===== src/rtl/fir_pkg.sv =====
// Shared types and sizing helpers for the polyphase-free FIR decimator.
package fir_pkg;

  typedef enum logic [1:0] {
    IDLE  = 2'd0,
    MAC   = 2'd1,
    ROUND = 2'd2,
    OUT   = 2'd3
  } state_t;

  // Accumulator wide enough for TAPS full-precision products without overflow.
  function automatic int acc_width(input int iw, input int cw, input int taps);
    return iw + cw + $clog2(taps);
  endfunction

endpackage


===== src/rtl/fir_mac.sv =====
// Single multiply-accumulate lane with Q1.(CW-1) rounding and output saturation.
module fir_mac #(
  parameter int IW = 16,
  parameter int CW = 16,
  parameter int AW = 37
) (
  input  logic                 clk,
  input  logic                 reset,
  input  logic                 clr,
  input  logic                 en,
  input  logic signed [IW-1:0] sample,
  input  logic signed [CW-1:0] coef,
  output logic signed [IW-1:0] result
);

  localparam logic signed [AW:0] RND  = (AW+1)'(1) << (CW - 2);
  localparam logic signed [AW:0] MAXV = (AW+1)'({(IW-1){1'b1}});
  localparam logic signed [AW:0] MINV = ~MAXV;

  logic signed [IW+CW-1:0] prod;
  logic signed [AW-1:0]    prod_ext;
  logic signed [AW-1:0]    acc_q, acc_d;
  logic signed [AW:0]      rounded;

  assign prod     = sample * coef;
  assign prod_ext = AW'(prod);

  // clr restarts the sum with the current product rather than zero.
  always_comb begin
    acc_d = clr ? '0 : acc_q;
    if (en) acc_d = acc_d + prod_ext;
  end

  always_ff @(posedge clk) begin
    if (reset) acc_q <= '0;
    else       acc_q <= acc_d;
  end

  assign rounded = ($signed({acc_q[AW-1], acc_q}) + RND) >>> (CW - 1);

  always_comb begin
    if (rounded > MAXV)      result = MAXV[IW-1:0];
    else if (rounded < MINV) result = MINV[IW-1:0];
    else                     result = rounded[IW-1:0];
  end

endmodule


===== src/rtl/fir_decimator.sv =====
// Multi-channel FIR decimator: register delay lines, decimation counter and a
// sequencer that time-shares one MAC lane across all taps and channels.
//   state | meaning
//   IDLE  | accepting frames, waiting for the decimation trigger
//   MAC   | one tap per cycle, channel 0 first
//   ROUND | last channel's sum rounded and saturated
//   OUT   | out_data new, out_valid high
module fir_decimator
  import fir_pkg::*;
#(
  parameter int IW       = 16,
  parameter int CW       = 16,
  parameter int TAPS     = 32,
  parameter int CHANNELS = 2,
  parameter int DECIM    = 6
) (
  input  logic                        clk,
  input  logic                        reset,
  input  logic [TAPS-1:0][CW-1:0]     coefficients,
  input  logic                        in_valid,
  output logic                        in_ready,
  input  logic [CHANNELS-1:0][IW-1:0] in_data,
  output logic                        out_valid,
  output logic [CHANNELS-1:0][IW-1:0] out_data
);

  localparam int AW  = acc_width(IW, CW, TAPS);
  localparam int PW  = $clog2(TAPS);
  localparam int CHW = (CHANNELS > 1) ? $clog2(CHANNELS) : 1;
  localparam int DW  = (DECIM > 1) ? $clog2(DECIM) : 1;

  state_t                      state_q, state_d;
  logic [IW-1:0]               dl_q [CHANNELS][TAPS];
  logic [IW-1:0]               dl_d [CHANNELS][TAPS];
  logic [PW-1:0]               wr_ptr_q, wr_ptr_d, tap_q, tap_d, rd_idx;
  logic [PW:0]                 rd_sum;
  logic [CHW-1:0]              ch_q, ch_d;
  logic [DW-1:0]               dcnt_q, dcnt_d;
  logic [CHANNELS-1:0][IW-1:0] res_q, res_d, out_data_q, out_data_d;
  logic                        xfer, trigger, last_mac, mac_clr, mac_en;
  logic [IW-1:0]               mac_result;

  assign xfer     = in_valid && in_ready;
  assign trigger  = xfer && (dcnt_q == DW'(DECIM - 1));
  assign last_mac = (ch_q == CHW'(CHANNELS - 1)) && (tap_q == PW'(TAPS - 1));

  always_ff @(posedge clk) begin
    if (reset) state_q <= IDLE;
    else       state_q <= state_d;
  end

  always_comb begin
    state_d = state_q;
    case (state_q)
      IDLE:    if (trigger) state_d = MAC;
      MAC:     if (last_mac) state_d = ROUND;
      ROUND:   state_d = OUT;
      OUT:     state_d = IDLE;
      default: state_d = IDLE;
    endcase
  end

  always_comb begin
    in_ready  = (state_q == IDLE);
    out_valid = (state_q == OUT);
    mac_en    = (state_q == MAC);
    mac_clr   = mac_en && (tap_q == '0);
  end

  always_comb begin
    dl_d     = dl_q;
    wr_ptr_d = wr_ptr_q;
    dcnt_d   = dcnt_q;
    if (xfer) begin
      for (int c = 0; c < CHANNELS; c++) dl_d[c][wr_ptr_q] = in_data[c];
      wr_ptr_d = (wr_ptr_q == PW'(TAPS - 1)) ? '0 : wr_ptr_q + 1'b1;
      dcnt_d   = trigger ? '0 : dcnt_q + 1'b1;
    end
  end

  // Newest sample sits just behind the write pointer; tap i reaches i frames back.
  assign rd_sum = {1'b0, wr_ptr_q} + (PW+1)'(TAPS - 1) - {1'b0, tap_q};
  assign rd_idx = (rd_sum >= (PW+1)'(TAPS)) ? PW'(rd_sum - (PW+1)'(TAPS)) : PW'(rd_sum);

  // A channel's finished sum is visible while the next channel loads its first tap.
  always_comb begin
    tap_d      = '0;
    ch_d       = '0;
    res_d      = res_q;
    out_data_d = out_data_q;
    if (state_q == MAC && !last_mac) begin
      if (tap_q == PW'(TAPS - 1)) begin
        ch_d = ch_q + 1'b1;
      end else begin
        tap_d = tap_q + 1'b1;
        ch_d  = ch_q;
      end
    end
    if (mac_clr && ch_q != '0) res_d[ch_q - 1'b1] = mac_result;
    if (state_q == ROUND) begin
      out_data_d             = res_q;
      out_data_d[CHANNELS-1] = mac_result;
    end
  end

  always_ff @(posedge clk) begin
    if (reset) begin
      for (int c = 0; c < CHANNELS; c++)
        for (int t = 0; t < TAPS; t++) dl_q[c][t] <= '0;
      wr_ptr_q   <= '0;
      dcnt_q     <= '0;
      tap_q      <= '0;
      ch_q       <= '0;
      res_q      <= '0;
      out_data_q <= '0;
    end else begin
      dl_q       <= dl_d;
      wr_ptr_q   <= wr_ptr_d;
      dcnt_q     <= dcnt_d;
      tap_q      <= tap_d;
      ch_q       <= ch_d;
      res_q      <= res_d;
      out_data_q <= out_data_d;
    end
  end

  fir_mac #(
    .IW(IW),
    .CW(CW),
    .AW(AW)
  ) u_mac (
    .clk   (clk),
    .reset (reset),
    .clr   (mac_clr),
    .en    (mac_en),
    .sample(dl_q[ch_q][rd_idx]),
    .coef  (coefficients[tap_q]),
    .result(mac_result)
  );

  assign out_data = out_data_q;

endmodule


===== config.mk =====
export PLATFORM = sky130hd
export DESIGN_NAME = fir_decimator
export DESIGN_NICKNAME = d
export VERILOG_FILES = /design/src/rtl/fir_pkg.sv /design/src/rtl/fir_mac.sv /design/src/rtl/fir_decimator.sv
export SDC_FILE = /design/constraint.sdc
export NUM_CORES = 2
export LEC_CHECK = 0
export BUFFER_PORTS_ARGS = -buffer_cell sky130_fd_sc_hd__buf_2
export CAP_MARGIN = 20
export CORE_ASPECT_RATIO = 1.25
export CORE_MARGIN = 2
export CORE_UTILIZATION = 55
export CTS_CLUSTER_SIZE = 40
export DETAILED_ROUTE_END_ITERATION = 16
export HOLD_SLACK_MARGIN = 0.12
export PLACE_DENSITY = 0.84
export SLEW_MARGIN = 20
export SYNTH_ARGS = -nofsm -noshare
export SYNTH_HDL_FRONTEND = slang
export SYNTH_SLANG_ARGS = --single-unit

===== constraint.sdc =====
create_clock -name clk -period 21.7 [get_ports clk]
set_input_delay 3.255 -clock clk [delete_from_list [all_inputs] [get_ports clk]]
set_output_delay 3.255 -clock clk [all_outputs]
set_load 0.02 [all_outputs]

After elaboration in Yosys (flattened, before gate mapping)
Index checks and enable logic that the tools add are counted.
{ "word_totals": {"register_bits": 1141, "inputBits": 547, "output_inout_bits": 34, "wordCells": 146} }
{ "op_classes": {"add_sub_neg": 10, "mul": 1, "magnitude_cmp": 10, "eq_ne": 8, "muxes": 25, "bitwise": 4, "n_reduce_logical": 14} }
{ "op_table": {"columns": ["operator", "n"], "rows": [
  ["2-to-1 mux 512 bit", 3],
  ["bitwise mux 512 bit", 2],
  ["binary-select mux 16 bit (select 5 bit)", 2],
  ["2-to-1 mux 16 bit", 7],
  ["demux 16 bit (select 5 bit)", 1],
  ["2-to-1 mux 37 bit", 2],
  ["adder 37 x 16 -> 38 bit, second input constant", 1],
  ["adder 37 x 32 -> 37 bit", 1],
  ["bitwise mux 32 bit", 1],
  ["multiplier 16 x 16 -> 32 bit", 1],
  ["greater-than comparator 23 x 16 -> 1 bit, second input constant", 1],
  ["< comparator 23 x 16 -> 1 bit, second input constant", 1],
  ["greater-or-equal comparator 6 bit, second input constant", 3],
  ["demux 16 bit (select 1 bit)", 1],
  ["NOT 5 -> 6 bit", 2],
  ["adder 5 x 1 -> 5 bit, second input constant", 2],
  ["== test 5 bit, second input constant", 2],
  ["2-to-1 mux 5 bit", 2],
  ["logical AND 1 bit", 8],
  ["case mux 2 bit (4 select lines)", 1],
  ["adder 5 x 5 -> 6 bit, second input constant", 1],
  ["< comparator 5 x 6 -> 1 bit, second input constant", 1],
  ["< comparator 6 x 1 -> 1 bit, second input constant", 1],
  ["subtractor 6 x 5 -> 6 bit", 1],
  ["other kinds (21)", 24]
]} }

Logic depth before layout (Yosys ltp)
{ "logic_depth": {"ltp_word": 11, "mapped_depth": 41, "depth_no_buf": 33} }

Hierarchy
A second synthesis with hierarchy kept.
{ "hier_totals": {"cells_unflattened": 7306, "area_unflattened_um2": 64095.2} }
{ "modules_own_cells": {"columns": ["mod", "n_inst", "cells_per_inst", "area_per_inst_um2", "seq_area_each_um2"], "rows": [
  ["fir_decimator", 1, 5801, 50402.1, 21780.9],
  ["fir_mac", 1, 1505, 13693.1, 740.7]
]} }

Worst setup path after synthesis
Ideal clock, no wire load.
{ "synth_timing": {"path_kind": "input to register", "startpoint": "input port coefficients[369] (netlist name)", "endpoint": "register u_mac.acc_q[36]", "setup_time_ns": 0.074, "arrival_ns": 10.502, "t_required_ns": 21.626, "path_slack_ns": 11.123, "cell_stages": 25, "path_buffers": 0, "cell_sequence": "mux4_2 mux4_2 mux2i_2 inv_1 nand2_1 inv_1 fa_1 fa_1 inv_1 fa_1 fa_1 inv_1 fa_1 inv_1 fa_1 inv_1 ha_1 a21o_1 a211o_1 or3_1 nor3_1 o41ai_2 xnor2_1 or3b_1 a31oi_1"} }
{ "synth_between": {"elab_chain_len": 5} }
{ "synth_rtl": {"columns": ["element", "line_no", "text"], "rows": [
  ["start, declared", "fir_decimator.sv:19", "input logic [TAPS-1:0][CW-1:0] coefficients,"],
  ["binary-select mux 16 bit (select 5 bit)", "fir_decimator.sv:137", ".coef (coefficients[tap_q]),"],
  ["2-to-1 mux 16 bit (implied by the code)", "fir_decimator.sv:137", null],
  ["multiplier 16 x 16 -> 32 bit", "fir_mac.sv:25", "assign prod = sample * coef;"],
  ["adder 37 x 32 -> 37 bit", "fir_mac.sv:31", "if (en) acc_d = acc_d + prod_ext;"],
  ["2-to-1 mux 37 bit", "fir_mac.sv:31", null],
  ["end signal, assigned", "fir_mac.sv:35", "if (reset) acc_q <= '0;"],
  ["end signal, assigned", "fir_mac.sv:36", "else acc_q <= acc_d;"],
  ["end, declared", "fir_mac.sv:22", "logic signed [AW-1:0] acc_q, acc_d;"]
]} }
Every way passes these cells. The select of a mux whose other input is x is not followed.
A chain may end at the register's enable or synchronous reset.

Final worst setup path
{ "layout_timing": {"startpoint": "register tap_q[0]", "endpoint": "register u_mac.acc_q[36]"} }
{ "layout_between": {"elab_chain_len": 10, "word_cells_on_any_way": 16, "classes_between": "3 x add/sub; 1 x mul; 1 x order compare; 8 x mux; 1 x bitwise; 2 x reduce/logical"} }
{ "layout_rtl": {"columns": ["element", "line_no", "text"], "rows": [
  ["start, declared", "fir_decimator.sv:35", "logic [PW-1:0] wr_ptr_q, wr_ptr_d, tap_q, tap_d, rd_idx;"],
  ["start signal, assigned", "fir_decimator.sv:120", "tap_q <= tap_d;"],
  ["subtractor 6 x 5 -> 6 bit", "fir_decimator.sv:82", "assign rd_sum = {1'b0, wr_ptr_q} + (PW+1)'(TAPS - 1) - {1'b0, tap_q};"],
  ["subtractor 5 x 1 -> 5 bit or greater-or-equal comparator 6 bit (tied branches)", "fir_decimator.sv:83", "assign rd_idx = (rd_sum >= (PW+1)'(TAPS)) ? PW'(rd_sum - (PW+1)'(TAPS)) : PW'(rd_sum);"],
  ["2-to-1 mux 5 bit", "fir_decimator.sv:83", null],
  ["NOT 5 -> 6 bit (implied by the code)", "fir_decimator.sv:136", ".sample(dl_q[ch_q][rd_idx]),"],
  ["binary-select mux 16 bit (select 5 bit)", "fir_decimator.sv:136", null],
  ["2-to-1 mux 16 bit (implied by the code) (2 in a row)", "fir_decimator.sv:136", null],
  ["multiplier 16 x 16 -> 32 bit", "fir_mac.sv:25", null],
  ["adder 37 x 32 -> 37 bit", "fir_mac.sv:31", null],
  ["2-to-1 mux 37 bit *", "fir_mac.sv:31", null]
]} }
Mark *: on every way between the ends. The rest lies on a longest branch, timed or not. The select of a mux whose other input is x is not followed.

==> flow_summary_export.csv <==
group,metric,value,unit
synthesis,syn_inst,7053,
synthesis,avgSynthCellArea,8.99,µm²
status,status,"finished, final reports clean",
route,wirelength,223000,µm
critical_path,path_common_cell,"fa_1",
synthesis,synth_area_leaders,"dfxtp_1 (36%), mux4_2 (17%), nand2_1 (13%), fa_1 (10%), a21oi_1 (8.7%)",
critical_path,critPathSlowestCell,"ha_4",
sta,slew_headroom,0.248,
floorplan,core_area,0.115,mm²
sta,post-route-min-period,11790,ps
power,ir_drop,0.294,mV
place,port_buffers,580,
critical_path,rr_startpoint,"tap_q[0]",
floorplan,initial_utilization,0.553,
cts,clock-root-buffer,"clkbuf_16",
min_path,hold_class,"flip-flop to flip-flop",
floorplan,boundaryPins,581,
sta,period_share,0.543,
critical_path,path_class,"flip-flop to flip-flop",
cts,cts_made_buffers,105,
power,p_leak,0.0265,µW
synthesis,synth_largest_area_cell,"dfxtp_1",
floorplan,die_h,384,µm
finish,nFillCells,9046,
route,drtPass1Iterations,8,
global_route,grt_max_degree,218,
synthesis,async_reset_ff_frac,0,
power,power_density,112,mW/mm²
sta,rsz0062_at_grt,"no",
critical_path,critPathMaxFanout,91,
sta,tns,0,ps
cts,post_cts.repair.setup_buffers,0,
critical_path,startpoint,"tap_q[0]",
route,avgRoutedWirePerCell,25.1,µm
sta,maxSlewViolCount,0,
sta,clock_skew,43.9,ps
route,drt_iter0_drc,6112,
route,via_per_inst,6.21,
cts,clkSlewWorstSetupHoldPaths,60,ps
route,drc,0,
global_route,grt_pass1_wl,333000,µm
place,placed_cell_area,0.0669,mm²
global_route,track_usage,0.376,
cts,tritoncts,"built",
critical_path,setup.worst_path.start_class,"flip-flop",
synthesis,synthesis.area,0.0634,mm²
finish,seqCellArea,0.0225,mm²
critical_path,end_kind,"flip-flop",
cts,htree_levels,3,
flow_run,cap_violations,0,
cts,numClockSinks,1125,
critical_path,critPathMaxStageDelay,900,ps
place,hpwlAfterDp,150000,µm
cts,clockBufferDepth,3,
route,num_vias,55012,
global_route,grt_pass1_vias,55408,
floorplan,rows,139,
synthesis,synth_top_area_frac,0.355,
min_path,min-delay-start,"dl_q[344]",
route,ant_nets,0,
finish,area_growth,11.3,%
sta,fmax,84.8,MHz
finish,drive_gt1_frac,0.193,
global_route,grt_antenna_before_repair,99,
synthesis,ys_types,67,
finish,num-nets-final,8243,
global_route,gr-total-overflow,0,
synthesis,synth-edff-count,0,
cts,clock_latency,710,ps
synthesis,synthFlopType,"dfxtp_1",
critical_path,crit_required,22330,ps
floorplan,dieArea,0.118,mm²
floorplan,die_w,308,µm
finish,stdcell_area,0.0706,mm²
sta,setup_viol,0,
synthesis,ys_ff_latch,1125,
synthesis,ys_seq_area_frac,0.355,
critical_path,cp.arrival,12420,ps
sta,hold_viol_final,0,
place,place_congestion,0.973,
synthesis,syn_nets,8047,
cts,holdBufCountCts,0,
sta,tightest_slew,1130,ps
synthesis,ys_warn_count,0,
cts,cts_resized,0,
finish,multi_input_area,0.0374,mm²
-- cell type report --
cell class,instances,area share
diodes,41,0.00145
flip-flops and latches,1125,0.319
well taps,1480,0.0262
multi-input cells,4980,0.530
repair buffers,677,0.0527
inverters,360,0.0192
clock inverters,35,0.00589
clock buffers,158,0.0449
-- cell families after synthesis --
kind of cell	count (synthesis)	synth area share
AO/OA/AOI/OAI	1222	0.100
multiplexers	567	0.184
buffers and inverters	948	0.0587
XOR/XNOR	56	0.00785
AND/OR/NAND/NOR	2687	0.168
adder cells (fa/ha/maj)	448	0.126
flip-flops	1125	0.355
-- cell usage in the layout (no fill, tap or decap), types with 5 or more instances in the layout --
cell,count
clkbuf_8,30
fa_1,318
and3_1,12
and2_1,34
nor2_4,21
nand4_1,8
a211oi_1,11
inv_1,352
diode_2,41
nor2_2,12
dfxtp_1,1121
nor3_1,18
xnor2_1,38
mux2i_1,73
nand3_1,21
a21oi_1,1097
a31oi_1,11
a21o_1,18
mux2_2,15
mux4_2,476
or2_2,6
nand3b_1,5
nand2_1,2254
buf_2,579
clkinv_2,16
inv_2,8
xor2_1,14
o21ai_1,5
nor2_1,180
clkbuf_1,21
buf_4,90
nand2b_1,12
o21ai_0,31
nor2b_1,76
a22oi_1,15
ha_1,125
clkbuf_16,107
nor3b_1,8
-- final timing paths --
check / to / slack (ps) / depth (start not counted)
worst max-delay path: u_mac.acc_q[36] / 9910 / 31
worst min-delay path: dl_q[344] / 450 / 2
worst max register to register: u_mac.acc_q[36] / 9910 / 31
worst min register to register: dl_q[344] / 450 / 2
-- stage by stage --
stage | setup WS, ps | cells | utilization | power (µW) | hold slack (ps)
after global routing | 9300 | 8841 | 0.615 | 8440 | 467
final | 9910 | 8856 | 0.616 | 7900 | 453
after detailed placement | 9570 | 8622 | 0.583 | 5960 | 444
after floorplan | 11120 | 7053 | - | 4990 | 433
after global placement | 9830 | 8621 | 0.583 | 5900 | 438
after CTS | 9600 | 8815 | 0.615 | 7850 | 453
-- routing by layer --
layer  track usage  vias up  part of all wire
li1              -    23914                 -
met1         0.456    26890              0.35
met2         0.595     3375              0.47
met3        0.0979      795              0.11
met4         0.243       38             0.070
met5             0        -            0.0011
-- power breakdown --
group	internal (µW)	switching (µW)	total (µW)
registers	2100	46.1	2150
clock network	1060	835	1900
logic	1520	2330	3850
total	4690	3210	7900
-- worst max-delay path, delay by kind of cell (launching register included) --
kind                     cells  cell delay [ps]
flip-flops                   1              680
adder cells (fa/ha/maj)      8             4200
XOR/XNOR                     1              150
AND/OR/NAND/NOR              6             1250
multiplexers                 3             1620
buffers and inverters        8             2030
AO/OA/AOI/OAI                5             1640
-- flip-flops by register name, indices dropped and copies added (netlist names) --
| name | flops |
|---|---|
| state_q | 2 |
| u_mac.acc_q | 37 |
| out_data | 32 |
| dl_q | 1024 |
| wr_ptr_q | 5 |
| tap_q | 5 |
| dcnt_q | 3 |
| ch_q | 1 |
| res_q | 16 |
-- synth_stat cells (15+ instances only) --
cell type,number
nor2b_1,76
a22oi_1,15
xor2_1,15
clkbuf_1,476
nand2_1,2257
xnor2_1,40
inv_1,352
nor2_1,212
a21oi_1,1097
nand3_1,21
ha_1,127
mux2i_1,73
buf_4,17
fa_1,320
o21ai_0,31
nor3_1,18
buf_2,63
and2_1,34
buf_1,29
mux4_2,476
dfxtp_1,1125
mux2_2,15
a21o_1,18
(Power assumes the default switching activity.)
